[config.mk]
export PLATFORM = sky130hd
export DESIGN_NAME = result_wb_buffer
export DESIGN_NICKNAME = d
export VERILOG_FILES = /design/src/rtl/result_wb_buffer.sv
export SDC_FILE = /design/constraint.sdc
export NUM_CORES = 1
export LEC_CHECK = 0
export CORE_MARGIN = 2
export CORE_UTILIZATION = 35
export CTS_CLUSTER_DIAMETER = 80
export DETAILED_ROUTE_END_ITERATION = 8
export GPL_ROUTABILITY_DRIVEN = 0
export RECOVER_POWER = 100
export SYNTH_ARGS = -nofsm -noshare
export SYNTH_HDL_FRONTEND = slang
export SYNTH_SLANG_ARGS = --single-unit
[constraint.sdc]
create_clock -name clk -period 9.5 [get_ports clk]
set_input_delay 2.375 -clock clk [delete_from_list [all_inputs] [get_ports clk]]
set_output_delay 2.375 -clock clk [all_outputs]
set_load 0.005 [all_outputs]
[src/rtl/result_wb_buffer.sv]
`default_nettype none
// ============================================================================
//  Module   : result_wb_buffer
//  Purpose  : Circular FIFO between the ALU result register and the register
//             file / ROB write-back. Squashed results become holes that are
//             discarded at the head. One registered output stage.
//  Revision : 1.0 - initial release
// ============================================================================
module result_wb_buffer #(
  parameter int DEPTH = 4
) (
  input  logic                     clk,
  input  logic                     rst,
  input  logic [91:0]              IN_uop,
  input  logic                     IN_invalidate,
  input  logic [5:0]               IN_invalidateSqN,
  input  logic                     IN_rfReady,
  output logic                     OUT_wbStall,
  output logic                     OUT_rfWe,
  output logic [4:0]               OUT_rfAddr,
  output logic [31:0]              OUT_rfData,
  output logic [5:0]               OUT_rfTag,
  output logic                     OUT_robValid,
  output logic [5:0]               OUT_robSqN,
  output logic [1:0]               OUT_robFlags,
  output logic                     OUT_robBranchTaken,
  output logic [$clog2(DEPTH):0]   OUT_count,
  output logic                     OUT_overflow
);

  localparam int c_AW = $clog2(DEPTH);
  localparam int c_CW = c_AW + 1;
  localparam logic [c_CW-1:0] c_DEPTH    = c_CW'(DEPTH);
  localparam logic [c_CW-1:0] c_DEPTH_M1 = c_CW'(DEPTH - 1);

  // Sequence numbers wrap at 64; "younger than the boundary" is a positive
  // signed 6-bit distance.
  function automatic logic isSquashed(input logic inv, input logic [5:0] sqN,
                                      input logic [5:0] bound);
    logic [5:0] diff;
    diff = sqN - bound;
    return inv && (diff != 6'd0) && !diff[5];
  endfunction

  // Incoming uop fields
  logic [31:0] w_uopResult;
  logic [5:0]  w_uopTag;
  logic [4:0]  w_uopRd;
  logic [5:0]  w_uopSqN;
  logic        w_uopTaken;
  logic [1:0]  w_uopFlags;
  logic        w_uopValid;
  logic        w_uopSquashed;
  logic [38:0] w_unused;

  assign w_uopResult   = IN_uop[91:60];
  assign w_uopTag      = IN_uop[59:54];
  assign w_uopRd       = IN_uop[53:49];
  assign w_uopSqN      = IN_uop[48:43];
  assign w_uopTaken    = IN_uop[9];
  assign w_uopFlags    = IN_uop[2:1];
  assign w_uopValid    = IN_uop[0];
  assign w_uopSquashed = isSquashed(IN_invalidate, w_uopSqN, IN_invalidateSqN);
  // pc, isBranch and branchID are not needed after execution
  assign w_unused      = {IN_uop[42:10], IN_uop[8:3]};

  // Slot storage
  logic        r_slotValid  [DEPTH];
  logic [31:0] r_slotResult [DEPTH];
  logic [5:0]  r_slotTag    [DEPTH];
  logic [4:0]  r_slotRd     [DEPTH];
  logic [5:0]  r_slotSqN    [DEPTH];
  logic [1:0]  r_slotFlags  [DEPTH];
  logic        r_slotTaken  [DEPTH];

  logic [c_AW-1:0] r_wrPtr;
  logic [c_AW-1:0] r_rdPtr;
  logic [c_CW-1:0] r_count;
  logic            r_overflow;

  logic [DEPTH-1:0] w_occupied;
  logic [DEPTH-1:0] w_squashSlot;

  genvar i;
  generate
    for (i = 0; i < DEPTH; i++) begin : g_slot
      logic [c_AW-1:0] w_off;
      assign w_off           = c_AW'(i) - r_rdPtr;
      assign w_occupied[i]   = ({1'b0, w_off} < r_count);
      assign w_squashSlot[i] = isSquashed(IN_invalidate, r_slotSqN[i], IN_invalidateSqN);
    end
  endgenerate

  // Head / flow control
  logic w_notEmpty, w_full, w_headValid, w_headSquashed;
  logic w_pop, w_validPop, w_enq, w_overflowEvt;

  assign w_notEmpty     = (r_count != '0);
  assign w_full         = (r_count == c_DEPTH);
  assign w_headValid    = r_slotValid[r_rdPtr];
  assign w_headSquashed = isSquashed(IN_invalidate, r_slotSqN[r_rdPtr], IN_invalidateSqN);
  // A hole leaves regardless of the RF port; a live head needs the port and
  // must survive this cycle's flush.
  assign w_pop          = w_notEmpty && (!w_headValid || (!w_headSquashed && IN_rfReady));
  assign w_validPop     = w_pop && w_headValid;
  // A full FIFO can still accept when the head leaves on the same edge.
  assign w_enq          = w_uopValid && (!w_full || w_pop);
  assign w_overflowEvt  = w_uopValid && w_full && !w_pop;

  assign OUT_wbStall  = (r_count >= c_DEPTH_M1);
  assign OUT_count    = r_count;
  assign OUT_overflow = r_overflow;

  // Pointers, occupancy, slot valid bits and the sticky overflow flag
  always_ff @(posedge clk) begin
    if (!rst) begin
      r_wrPtr    <= '0;
      r_rdPtr    <= '0;
      r_count    <= '0;
      r_overflow <= 1'b0;
      for (int k = 0; k < DEPTH; k++) r_slotValid[k] <= 1'b0;
    end else begin
      for (int k = 0; k < DEPTH; k++) begin
        if (w_occupied[k] && w_squashSlot[k]) r_slotValid[k] <= 1'b0;
      end
      // New entry written last so it wins over a flush of the slot it reuses
      if (w_enq) begin
        r_slotValid[r_wrPtr] <= !w_uopSquashed;
        r_wrPtr              <= r_wrPtr + 1'b1;
      end
      if (w_pop) r_rdPtr <= r_rdPtr + 1'b1;
      r_count <= r_count + c_CW'(w_enq) - c_CW'(w_pop);
      if (w_overflowEvt) r_overflow <= 1'b1;
    end
  end

  // Slot payload; no reset needed since the valid bit qualifies it
  always_ff @(posedge clk) begin
    if (rst && w_enq) begin
      r_slotResult[r_wrPtr] <= w_uopResult;
      r_slotTag[r_wrPtr]    <= w_uopTag;
      r_slotRd[r_wrPtr]     <= w_uopRd;
      r_slotSqN[r_wrPtr]    <= w_uopSqN;
      r_slotFlags[r_wrPtr]  <= w_uopFlags;
      r_slotTaken[r_wrPtr]  <= w_uopTaken;
    end
  end

  // Output stage: strobes for one cycle per live pop, data held otherwise
  always_ff @(posedge clk) begin
    if (!rst) begin
      OUT_robValid       <= 1'b0;
      OUT_rfWe           <= 1'b0;
      OUT_rfAddr         <= '0;
      OUT_rfData         <= '0;
      OUT_rfTag          <= '0;
      OUT_robSqN         <= '0;
      OUT_robFlags       <= '0;
      OUT_robBranchTaken <= 1'b0;
    end else begin
      OUT_robValid <= w_validPop;
      OUT_rfWe     <= w_validPop && (r_slotRd[r_rdPtr] != 5'd0);
      if (w_validPop) begin
        OUT_rfAddr         <= r_slotRd[r_rdPtr];
        OUT_rfData         <= r_slotResult[r_rdPtr];
        OUT_rfTag          <= r_slotTag[r_rdPtr];
        OUT_robSqN         <= r_slotSqN[r_rdPtr];
        OUT_robFlags       <= r_slotFlags[r_rdPtr];
        OUT_robBranchTaken <= r_slotTaken[r_rdPtr];
      end
    end
  end

endmodule
`default_nettype wire

==> impl_metrics.json <==
{
  "yosysWarnings": 0,
  "ys_dominant_reg_cell": "sky130_fd_sc_hd__edfxtp_1",
  "port_buffers": 121,
  "synthDistinctLibCells": 44,
  "final_period_minus_worst_setup_slack_ns": 7.15,
  "drtAntennaViolNets": 0,
  "critical_path.max_fanout": 34,
  "synth-compound-area-share_pct": 6.12,
  "worstMarginPinSlew_ns": 2.11,
  "required_ns": 9.72,
  "post_synth_edffs": 209,
  "clkTransAtPathRegs_ns": 0.06,
  "tritoncts_clock_tree": "done",
  "grt_max_degree": 87,
  "vias_in_the_first_global_route": 6858,
  "critical_path_arrival_ns": 7.38,
  "finalSetupViolations": 0,
  "post_synth_fa_ha_maj_area_fraction_pct": 5.66,
  "nets": 1042,
  "core_um2": 32500,
  "critPathCaptureType": "flop",
  "numClockSinks": 276,
  "detail_route.wirelength_um": 25100,
  "globalRouteOverflowTotal": 0,
  "mappedNetlistArea_um2": 11500,
  "final_min_period_over_clock_period_pct": 75.3,
  "clock-skew-final_ns": 0.0133,
  "htree_levels": 1,
  "syn_to_final_growth_pct": 22.1,
  "post-cts-setup-buffers": 0,
  "antenna_found_initial": 2,
  "ctsRootBufferMaster": "sky130_fd_sc_hd__clkbuf_16",
  "resized_after_cts": 0,
  "synth_top_family_by_area": "multiplexers",
  "globalRouteTotalUtil_pct": 14.8,
  "post_syn_instances": 768,
  "row_count": 66,
  "type_of_the_worst_setup_path": "input pin to flop",
  "drt_first_iter_violations": 324,
  "floorplan.die_area_um2": 34500,
  "synth_seq_area_share_pct": 66.0,
  "detail_route.wl_per_cell_um": 18.5,
  "dp_cells": 1303,
  "post_layout_nonfiller_instances": 1358,
  "syn-mean-instance-area_um2": 15.0,
  "power.leakage_nw": 5.02,
  "timing.critical_path.from_type": "input pin",
  "status": "finished with violations",
  "min-delay-path-class": "flop to flop",
  "dr_vias_cell": 4.90,
  "drive_gt1_share_pct": 12.5,
  "ys_seq_elements": 276,
  "synth-simple-area-share_pct": 6.74,
  "failing_checks": "capacitance limit, slew limit",
  "max-vdd-ir-drop_v": 0.000146,
  "max_cap_viol_count": 4,
  "die_height_um": 186,
  "vias_post_dr": 6658,
  "finalHoldViolations": 0,
  "final-max-slew-violation-count": 185,
  "drt_pass1_iterations": 4,
  "synth_area_leaders": "sky130_fd_sc_hd__edfxtp_1 (54%), sky130_fd_sc_hd__dfxtp_1 (12%), sky130_fd_sc_hd__mux4_2 (10%)",
  "floorplan.initialDensity_pct": 35.5,
  "post_synth_xor_area_fraction_pct": 1.97,
  "synth_top_cell_by_area": "sky130_fd_sc_hd__edfxtp_1",
  "dieWidth_um": 186,
  "power-per-cell-area_nw_per_um2": 221,
  "synth-async-reset-ratio_pct": 0,
  "clkLatencyLatePin_ns": 0.55,
  "io_pins": 161,
  "post-dp-hpwl_um": 15700,
  "mapped_nets": 918,
  "rsz_0062_raised_after_global_routing": "no",
  "fillers": 3012,
  "cts-hold-fix-buffers": 0,
  "max_slew_margin_pct": -40.5,
  "final.setup.tns_ns": 0,
  "tritoncts.num_buffers": 29,
  "synth.mux.area_fraction_pct": 10.7,
  "number_of_buffers_between_clock_root_and_the_deepest_sink": 3,
  "synth_top_area_share_pct": 54.4,
  "grt_first_pass_wirelength_um": 39000,
  "drcViolationCount": 0,
  "fmax_ghz": 0.140
}
cell families (layout without fill, tap and decap cells):
| group | Yosys count | count (layout) |
|---|---|---|
| flip-flops | 276 | 276 |
| AND/OR/NAND/NOR | 169 | 169 |
| AO/OA/AOI/OAI | 119 | 119 |
| buffers and inverters | 73 | 220 |
| multiplexers | 57 | 57 |
| adder cells (fa/ha/maj) | 48 | 48 |
| XOR/XNOR | 26 | 26 |
| other | 0 | 1 |
flip-flops by register name (all words and copies together) (netlist names), 2 cells and up, named ones only:
| signal | count |
|---|---|
| OUT_count | 3 |
| OUT_rfAddr | 5 |
| OUT_rfData | 32 |
| OUT_rfTag | 6 |
| OUT_robFlags | 2 |
| OUT_robSqN | 6 |
| r_rdPtr | 2 |
| r_slotFlags | 8 |
| r_slotRd | 20 |
| r_slotResult | 128 |
| r_slotSqN | 24 |
| r_slotTag | 24 |
| r_slotTaken | 4 |
| r_slotValid | 4 |
| r_wrPtr | 2 |
cell usage in the layout, fill, tap and decap left out, types with 25 or more instances in the layout:
cell type                       count
sky130_fd_sc_hd__dfxtp_1           65
sky130_fd_sc_hd__ha_1              41
sky130_fd_sc_hd__nand3_1           58
sky130_fd_sc_hd__nand2_1           66
sky130_fd_sc_hd__o21ai_0           68
sky130_fd_sc_hd__edfxtp_1         209
sky130_fd_sc_hd__mux4_2            53
sky130_fd_sc_hd__dlygate4sd3_1    112
sky130_fd_sc_hd__clkbuf_16         29
sky130_fd_sc_hd__a21oi_1           25
sky130_fd_sc_hd__inv_1             35
power breakdown:
part,switching (W),leakage (nW),internal [W]
Combinational,0.000285,2.12,0.000302
Clock,0.000469,0.454,0.000623
Sequential,0.0000726,2.44,0.00136
Total,0.000827,5.02,0.00228
worst max-delay path, cell delays in order:
cell and delay [ns]:
sky130_fd_sc_hd__dlygate4sd3_1 0.91, sky130_fd_sc_hd__inv_1 0.30, sky130_fd_sc_hd__ha_1 0.37, sky130_fd_sc_hd__nor2b_1 0.13, sky130_fd_sc_hd__o2111ai_1 0.14, sky130_fd_sc_hd__and3_1 0.21
sky130_fd_sc_hd__o21ai_0 0.32, sky130_fd_sc_hd__o311a_1 0.42, sky130_fd_sc_hd__and3_1 1.64, sky130_fd_sc_hd__buf_4 0.53
worst paths after layout:
kind | startpoint | end | slack (ns) | cells past startpoint
max | IN_invalidateSqN[1] | r_slotResult[2][17] | 2.35 | 10
min | OUT_rfAddr[3] | OUT_rfAddr[3] | 0.47 | 2
max reg2reg | flop | r_slotResult[2][17] | 4.04 | 10
min reg2reg | OUT_rfAddr[3] | OUT_rfAddr[3] | 0.47 | 2
cell usage after synthesis (2+ instances only):
| cell type | n |
|---|---|
| sky130_fd_sc_hd__xor2_1 | 9 |
| sky130_fd_sc_hd__ha_1 | 41 |
| sky130_fd_sc_hd__o31ai_2 | 2 |
| sky130_fd_sc_hd__mux4_2 | 53 |
| sky130_fd_sc_hd__clkbuf_1 | 23 |
| sky130_fd_sc_hd__nor2b_1 | 7 |
| sky130_fd_sc_hd__o311ai_0 | 3 |
| sky130_fd_sc_hd__and2_1 | 5 |
| sky130_fd_sc_hd__buf_1 | 3 |
| sky130_fd_sc_hd__and3_1 | 5 |
| sky130_fd_sc_hd__nand2_1 | 66 |
| sky130_fd_sc_hd__o21bai_1 | 3 |
| sky130_fd_sc_hd__buf_6 | 6 |
| sky130_fd_sc_hd__nor2_1 | 13 |
| sky130_fd_sc_hd__mux2i_1 | 4 |
| sky130_fd_sc_hd__inv_1 | 34 |
| sky130_fd_sc_hd__nand2b_1 | 2 |
| sky130_fd_sc_hd__a21o_1 | 6 |
| sky130_fd_sc_hd__nand3_1 | 58 |
| sky130_fd_sc_hd__o21a_1 | 2 |
| sky130_fd_sc_hd__edfxtp_1 | 209 |
| sky130_fd_sc_hd__dfxtp_1 | 67 |
| sky130_fd_sc_hd__xnor2_1 | 17 |
| sky130_fd_sc_hd__buf_2 | 5 |
| sky130_fd_sc_hd__a21oi_1 | 25 |
| sky130_fd_sc_hd__fa_1 | 7 |
| sky130_fd_sc_hd__o2111ai_1 | 2 |
| sky130_fd_sc_hd__o21ai_0 | 66 |
| sky130_fd_sc_hd__nor3_1 | 10 |
per-stage QoR:
step                      utilization [%]  cell area, µm²  hold slack (ns)  power, W  worst slack [ns]
final                                43.3           14100            0.465   0.00311              2.35
after detailed placement             40.6           13200            0.462   0.00208              2.48
after global placement               40.6           13200            0.457   0.00207              2.49
after floorplan                         -           11500            0.453   0.00187              3.67
after CTS                            43.4           14100            0.472   0.00318              3.06
after global routing                 43.3           14100            0.491   0.00327              1.69
cell type report:
| class | count | area (µm²) | area share, % |
|---|---|---|---|
| Timing Repair Buffer | 131 | 1280 | 9.09 |
| Tap cell | 442 | 553 | 3.92 |
| Inverter | 35 | 131 | 0.932 |
| Clock buffer | 37 | 796 | 5.64 |
| Antenna cell | 1 | 2.50 | 0.0177 |
| Sequential cell | 276 | 7620 | 54.1 |
| Clock inverter | 17 | 139 | 0.985 |
| Multi-Input combinational cell | 419 | 3570 | 25.3 |
layer usage:
metal / GRT usage, % / up-vias / share of wire, %
met2: 25.6 / 141 / 49
li1: - / 3163 / -
met3: 2.64 / 32 / 5.0
met4: 3.24 / 2 / 1.9
met1: 19.5 / 3320 / 44
met5: 0 / - / 0.044
No activity file was read; power rests on OpenSTA's default activity.
